File: src/rtl/mux4_rr_arbiter.sv
// Round-robin owner arbiter for a shared Mux4 path: one-hot grant, mux select, hold timeout.
// Define ARB_LOCK_EN to add the lock port that exempts the current owner from the timeout.
module mux4_rr_arbiter #(
  parameter int MAX_HOLD = 16
) (
  input  logic       clk,
  input  logic       rst,
  input  logic [3:0] req,
  input  logic       done,
`ifdef ARB_LOCK_EN
  input  logic       lock,
`endif
  output logic [3:0] gnt,
  output logic [1:0] sel,
  output logic       busy,
  output logic       timeout
);

  localparam int CNT_W = $clog2(MAX_HOLD + 1);
  localparam logic [CNT_W-1:0] HOLD_LAST = CNT_W'(MAX_HOLD - 1);

  typedef enum logic {
    IDLE,
    GRANT
  } state_t;

  state_t           state;
  logic [CNT_W-1:0] count;
  logic [1:0]       last;

  logic [1:0] pick;
  logic [1:0] scanIdx;
  logic       hit;
  logic       lockOn;
  logic       dropExit;
  logic       holdExit;

`ifdef ARB_LOCK_EN
  assign lockOn = lock;
`else
  assign lockOn = 1'b0;
`endif

  // Scan starts just after the previous owner so it goes last.
  always_comb begin
    pick    = last;
    scanIdx = last;
    hit     = 1'b0;
    for (int k = 1; k <= 4; k++) begin
      scanIdx = last + 2'(k);
      if (!hit && req[scanIdx]) begin
        hit  = 1'b1;
        pick = scanIdx;
      end
    end
  end

  assign dropExit = !req[sel];
  assign holdExit = (count == HOLD_LAST) && !lockOn;

  always_ff @(posedge clk or posedge rst) begin
    if (rst) begin
      state   <= IDLE;
      gnt     <= 4'b0000;
      sel     <= 2'd0;
      busy    <= 1'b0;
      timeout <= 1'b0;
      count   <= '0;
      last    <= 2'd3;
    end else begin
      unique case (state)
        IDLE: begin
          timeout <= 1'b0;
          if (hit) begin
            gnt   <= 4'b0001 << pick;
            sel   <= pick;
            last  <= pick;
            busy  <= 1'b1;
            count <= '0;
            state <= GRANT;
          end else begin
            gnt <= 4'b0000;
          end
        end
        GRANT: begin
          if (done || dropExit || holdExit) begin
            gnt     <= 4'b0000;
            busy    <= 1'b0;
            state   <= IDLE;
            // Done or a dropped request takes precedence over revocation.
            timeout <= holdExit && !done && !dropExit;
          end else if (count != HOLD_LAST) begin
            count <= count + 1'b1;
          end
        end
        default: state <= IDLE;
      endcase
    end
  end

endmodule

File: config.mk
export PLATFORM = sky130hd
export DESIGN_NAME = mux4_rr_arbiter
export DESIGN_NICKNAME = d
export VERILOG_FILES = /design/src/rtl/mux4_rr_arbiter.sv
export SDC_FILE = /design/constraint.sdc
export NUM_CORES = 1
export LEC_CHECK = 0
export CAP_MARGIN = 20
export CORE_UTILIZATION = 50
export CTS_CLUSTER_SIZE = 10
export DETAILED_ROUTE_END_ITERATION = 8
export HOLD_SLACK_MARGIN = 0.1
export MAX_ROUTING_LAYER = met4
export PLACE_DENSITY = 0.77
export SYNTH_ARGS = -nofsm -noshare
export SYNTH_HDL_FRONTEND = slang
export SYNTH_SLANG_ARGS = --single-unit
export TNS_END_PERCENT = 50
File: constraint.sdc
create_clock -name clk -period 2.14 [get_ports clk]
set_clock_uncertainty 0.1 [all_clocks]
set_input_delay 0.214 -clock clk [delete_from_list [all_inputs] [get_ports clk]]
set_output_delay 0.214 -clock clk [all_outputs]
set_load 0.02 [all_outputs]
# ---- Word-level counts from Yosys, hierarchy flattened
# Cells that the tools add are included.
dict set report totals {
  reg_bits 16
  output_inout_bits 8
  elab_cells 72
  inputBits 7
}
dict set report op_classes {
  shifts 1
  n_reduce_logical 15
  n_bitwise 1
  muxes 33
  magnitude_cmp 5
  eq_ne 6
  addsub 4
}
# operator count
set op_table {}
lappend op_table {{< comparator 2 x 3 -> 1 bit, second input constant} 5}
lappend op_table {{2-to-1 mux 5 bit} 3}
lappend op_table {{2-to-1 mux 1 bit} 14}
lappend op_table {{binary-select mux 1 bit (select 2 bit)} 5}
lappend op_table {{one-hot mux 5 bit (2 select lines)} 1}
lappend op_table {{2-to-1 mux 2 bit} 4}
lappend op_table {{2-to-1 mux 4 bit} 2}
lappend op_table {{one-hot mux 4 bit (2 select lines)} 1}
lappend op_table {{one-hot mux 1 bit (2 select lines)} 3}
lappend op_table {{adder 5 x 1 -> 5 bit, second input constant} 1}
lappend op_table {{equality test 5 x 4 -> 1 bit, second input constant} 1}
lappend op_table {{logical AND 1 bit} 5}
lappend op_table {{zero test 1 bit} 5}
lappend op_table {{!= test 5 x 4 -> 1 bit, second input constant} 1}
lappend op_table {{adder 2 bit, second input constant} 2}
lappend op_table {{!= test 2 x 1 -> 1 bit, second input constant} 2}
lappend op_table {{!= test 2 bit, second input constant} 2}
lappend op_table {{AND reduction 2 bit} 2}
lappend op_table {{<< shifter 1 x 2 -> 4 bit, first input constant} 1}
lappend op_table {{AND reduction 3 bit} 1}
lappend op_table {{adder 2 x 1 -> 2 bit, second input constant} 1}
lappend op_table {{logical OR 1 bit} 2}
lappend op_table {{NOT 1 bit} 1}

# ---- Longest topological paths before layout
dict set report depth {
  depth_word 16
  depth_mapped 7
  ltp_nobuf 6
}

# ---- Worst setup path after synthesis
# No wires, ideal clock.
dict set report synth_path {
  kind {reg2reg}
  from {register count[0]}
  to {register count[3]}
  path_buffers 1
  t_arrival_ns 1.604
  path_stages_with_launch 8
  t_required_ns 1.917
  period_less_slack_ns 1.826
  path_slack_ns 0.314
  setup_time_ns 0.123
  cell_sequence {dfrtp_1 > ha_1 > and3_1 > ha_1 > and4bb_4 > buf_6 > nand4_4 > mux2i_1}
}
dict set report synth_via {
  elab_chain_cells 4
  elab_cells_between_ends 10
  classes_between {add/sub: 1; eq/ne: 4; mux: 3; reduce/logical: 2}
}
# item line
set synth_rtl {}
lappend synth_rtl {{start, declared} 28} ;# logic [CNT_W-1:0] count;
lappend synth_rtl {{start signal, assigned} 93} ;# count <= count + 1'b1;
lappend synth_rtl {{adder 5 x 1 -> 5 bit / equality test 5 x 4 -> 1 bit (equally long branches)} {93, 59}}
lappend synth_rtl {{2-to-1 mux 5 bit / logical OR 1 bit (equally long branches)} {92, 86}}
lappend synth_rtl {{2-to-1 mux 5 bit / != test 2 bit (equally long branches)} -}
lappend synth_rtl {{one-hot mux 5 bit (2 select lines) / AND reduction 3 bit (equally long branches)} -}
# Several ways; a longest one is shown, not always the timed one. The select of a mux whose other input is x is not followed.
# A chain may end at the register's enable or synchronous reset.

# ---- Worst setup path after layout
# Ends and elaborated chain as after synthesis.

==> results.md <==
- Outcome: finished clean
- Post-synthesis instance area: approximately 830 sq um
- Clk pwr share: 0.127
- Worst vdd ir: 0.9344 mV
- Die outline width: between 40 and 50 microns
- Share of synthesized area occupied by flip-flops and latches: 0.4849
- Effective utilization at floorplan: 0.5452
- Cell Count, Final, Fillers Out: approximately 110
- Class of the worst hold path: primary input to asynchronous set/reset pin
- Unrepaired setup endpoints after global routing: no
- Final worst hold slack: 0.1927 ns
- Sequential group share of total power: 0.418
- Die ar.: 0.001828 sq mm
- CP Depth: 6
- Ports: 15
- Maximum capacitance violations: 0
- Iter 0 DRT Violations: 10
- Quantity of hold-fixing buffers added after cts: 0
- Count of cells along the worst register-to-register path: 6
- Slowest library cell on the worst path: dfrtp_1
- Kind of end point of the critical path: register
- Routability congestion estimate from global placement: 0.8382
- Clk pin slew, worst setup/hold paths: roughly 0.090 ns
- Number of flip-flops and latches in the synthesized netlist: 16
- Maximum number of pins on one net before global-route repair: 17
- Post-route clock period utilization: 0.8861
- Number of antenna repair diodes: 0
- Placed cells: about 100
- Clock period minus final worst setup slack: about 1.9 ns
- Switching share of power: 0.3872
- Design area: between 0.001 and 0.0015 sq mm
- Grt total ovfl: 0
- Met2 wire length: around 630 microns
- Wire length on met3: approximately 49 microns
- Filler cell count in the final layout: ~130
- CP Launch Type: register
- NumNets Final: a little over 100
- Clock tree buffer depth: 2
- Cts repair resizes: 0
- Crit path top cell by count: ha_1
- Total cell area at the placement stage: ~1000 sq um
- Clock tree from TritonCTS: yes
- Cell internal power dissipation: 0.7835 mW
- Layout cells sized above 1: 0.1413
- # clock sinks: 16
- Fmax achieved: roughly 530 MHz
- Required time of the critical path: about 2.2 ns
- Total power per unit cell area: approximately 1300 mW/mm^2
- Die extent in y: 42.76 microns
- All-layer global routing usage: 0.1786
- Clock latency at the later pin of the worst-skew pair: around 0.28 ns
- Row count: 14
- Vias in the first global route: 527
- Routed length per placed instance: 13.37 microns
- Initial antenna violation count: 0
- Launch instance of the worst register-to-register path: count[0]$_DFFE_PP0P_
- First-pass GRT wire length: ~2300 microns
- Setup bufs post-CTS: 0
- Psw: approximately 0.50 mW
- Number of max-slew violations in the final report: 0
- Power share of the combinational group: 0.456
- Root Driver: clkbuf_4
- Combined buffer and inverter count along the critical path: 0
- Vias post-DR: 607
- Worst slew slack as a fraction of its limit: 0.5771
- Commonest cells after routing, fill and taps aside: 14 x dfrtp_1, 14 x clkdlybuf4s50_1, 10 x nand2_1
- DRT met1 WL: 757 microns
- Least-Margin Pin Slew: about 0.63 ns
- CP cell instances: ha_1, and3_1, ha_1, and4bb_4, nand4_4, mux2i_1
- Average instance area after synthesis: 10.93 sq um
- Uppermost metal layer occupied by signal nets: met4
- Post-Route Setup TNS: 0 ns
- Critical path class: register to register
- Number of instances in the synthesized netlist: between 70 and 80
- Number of remaining DRC errors: 0
- Final Hold Viols: 0
- Area growth from synthesis to final layout: 20.93%
- Final setup violation count: 0
- Synth warnings: 0
- CORE AREA: 0.001524 sq mm
- CTS buffer count: 3
- Syn Nets: 85
- Maximum single-stage delay on the critical path: 0.43 ns
- Highest fanout seen on the critical path: 11
- Overall routed net length: around 1400 microns
- H-tree levels: 1
- Half-perimeter wire length after placement: 1074 microns
- Synth cell types: 31
- Data arrival time at the worst-slack endpoint: 1.97 ns
- Worst-case register-to-register setup slack: between 0.2 and 0.25 ns
- Vias per cell: 5.620
- Cell leakage power: roughly 0.45 nW
- Cell family with the largest share of critical-path delay: simple AND/OR/NAND/NOR gates
- Input/output buffers: 14
- Worst reg2reg path endpoint: count[3]$_DFFE_PP0P_
- Routed Antenna Nets: 0
- First-pass iteration count of the detailed router: 4
-- sequential cells by signal (all words and copies together), names as in the netlist --
signal	count
count	5
gnt	4
timeout	1
sel	2
last	2
state	1
busy	1
-- metal layers --
| layer | vias up | track usage |
|---|---|---|
| li1 | 301 | - |
| met3 | 2 | 0.04255 |
| met4 | 0 | 0.07500 |
| met2 | 13 | 0.2424 |
| met5 | - | - |
| met1 | 291 | 0.2548 |
-- metrics by stage --
step | util | worst slack, ns | power [mW]
detailed placement | 0.6420 | 0.1310 | 1.121
finish | 0.6593 | 0.2438 | 1.279
CTS | 0.6593 | 0.2370 | 1.289
global route | 0.6593 | 0.1527 | 1.357
floorplan | - | 0.3135 | 0.9260
global placement | 0.6420 | 0.1610 | 1.110
-- cells by family (layout without fill, tap and decap cells) --
kind of cell	after synthesis	count (layout)	synth area share
flops	16	16	0.4849
buf+inv	7	23	0.04215
compound gates	17	17	0.1476
mux	5	5	0.07530
fa+ha+maj	2	2	0.03012
simple gates	29	29	0.2199
-- Yosys cell counts --
master | number | area (sq um)
buf_1 | 1 | 3.750
o31a_1 | 1 | 8.760
o21ai_0 | 4 | 20.02
ha_1 | 2 | 25.02
nand2b_1 | 3 | 18.77
and3b_1 | 1 | 8.760
and3_1 | 1 | 6.260
a32o_1 | 2 | 20.02
o31ai_1 | 2 | 15.01
mux2i_1 | 4 | 40.04
nor2b_1 | 2 | 12.51
or2_2 | 1 | 6.260
dfrtp_1 | 14 | 350.3
clkbuf_2 | 1 | 5.000
nand4_4 | 1 | 21.27
o21a_1 | 2 | 15.01
dfstp_2 | 2 | 52.55
o21ai_2 | 1 | 8.760
a311oi_2 | 1 | 15.01
a21oi_1 | 4 | 20.02
or4bb_1 | 1 | 11.26
nor2_1 | 4 | 15.01
nand2_1 | 10 | 37.54
nor4_1 | 1 | 6.260
or2_4 | 1 | 8.760
or3_1 | 1 | 6.260
mux4_2 | 1 | 22.52
and4bb_4 | 1 | 16.27
nor3b_1 | 1 | 7.510
inv_1 | 4 | 15.01
buf_6 | 1 | 11.26
-- worst max-delay path by stage --
| stage | startpoint | to | slack [ns] |
|---|---|---|---|
| after floorplan | count[0]$_DFFE_PP0P_ | count[3]$_DFFE_PP0P_ | 0.31 |
| after global placement | req[3] | count[0]$_DFFE_PP0P_ | 0.16 |
| after detailed placement | req[3] | count[0]$_DFFE_PP0P_ | 0.13 |
| after CTS | count[0]$_DFFE_PP0P_ | count[3]$_DFFE_PP0P_ | 0.24 |
| after global routing | count[0]$_DFFE_PP0P_ | count[3]$_DFFE_PP0P_ | 0.15 |
| final | count[0]$_DFFE_PP0P_ | count[3]$_DFFE_PP0P_ | 0.24 |
-- power groups by stage --
stage                     Sequential [mW]  Clock [mW]  Combinational (mW)
after floorplan                     0.579           0               0.347
after global placement              0.537           0               0.573
after detailed placement            0.539           0               0.582
after CTS                           0.533       0.169               0.586
after global routing                0.553       0.176               0.628
final                               0.534       0.162               0.582
-- cell type report --
class,count,area [sq um],area share
sequential,16,402.9,0.4010
multi-input combinational,53,392.9,0.3910
timing repair buffer,15,147.6,0.1469
clock buffer,4,26.28,0.02615
tap,16,20.02,0.01993
inverter,4,15.01,0.01494
(Power assumes the default switching activity.)
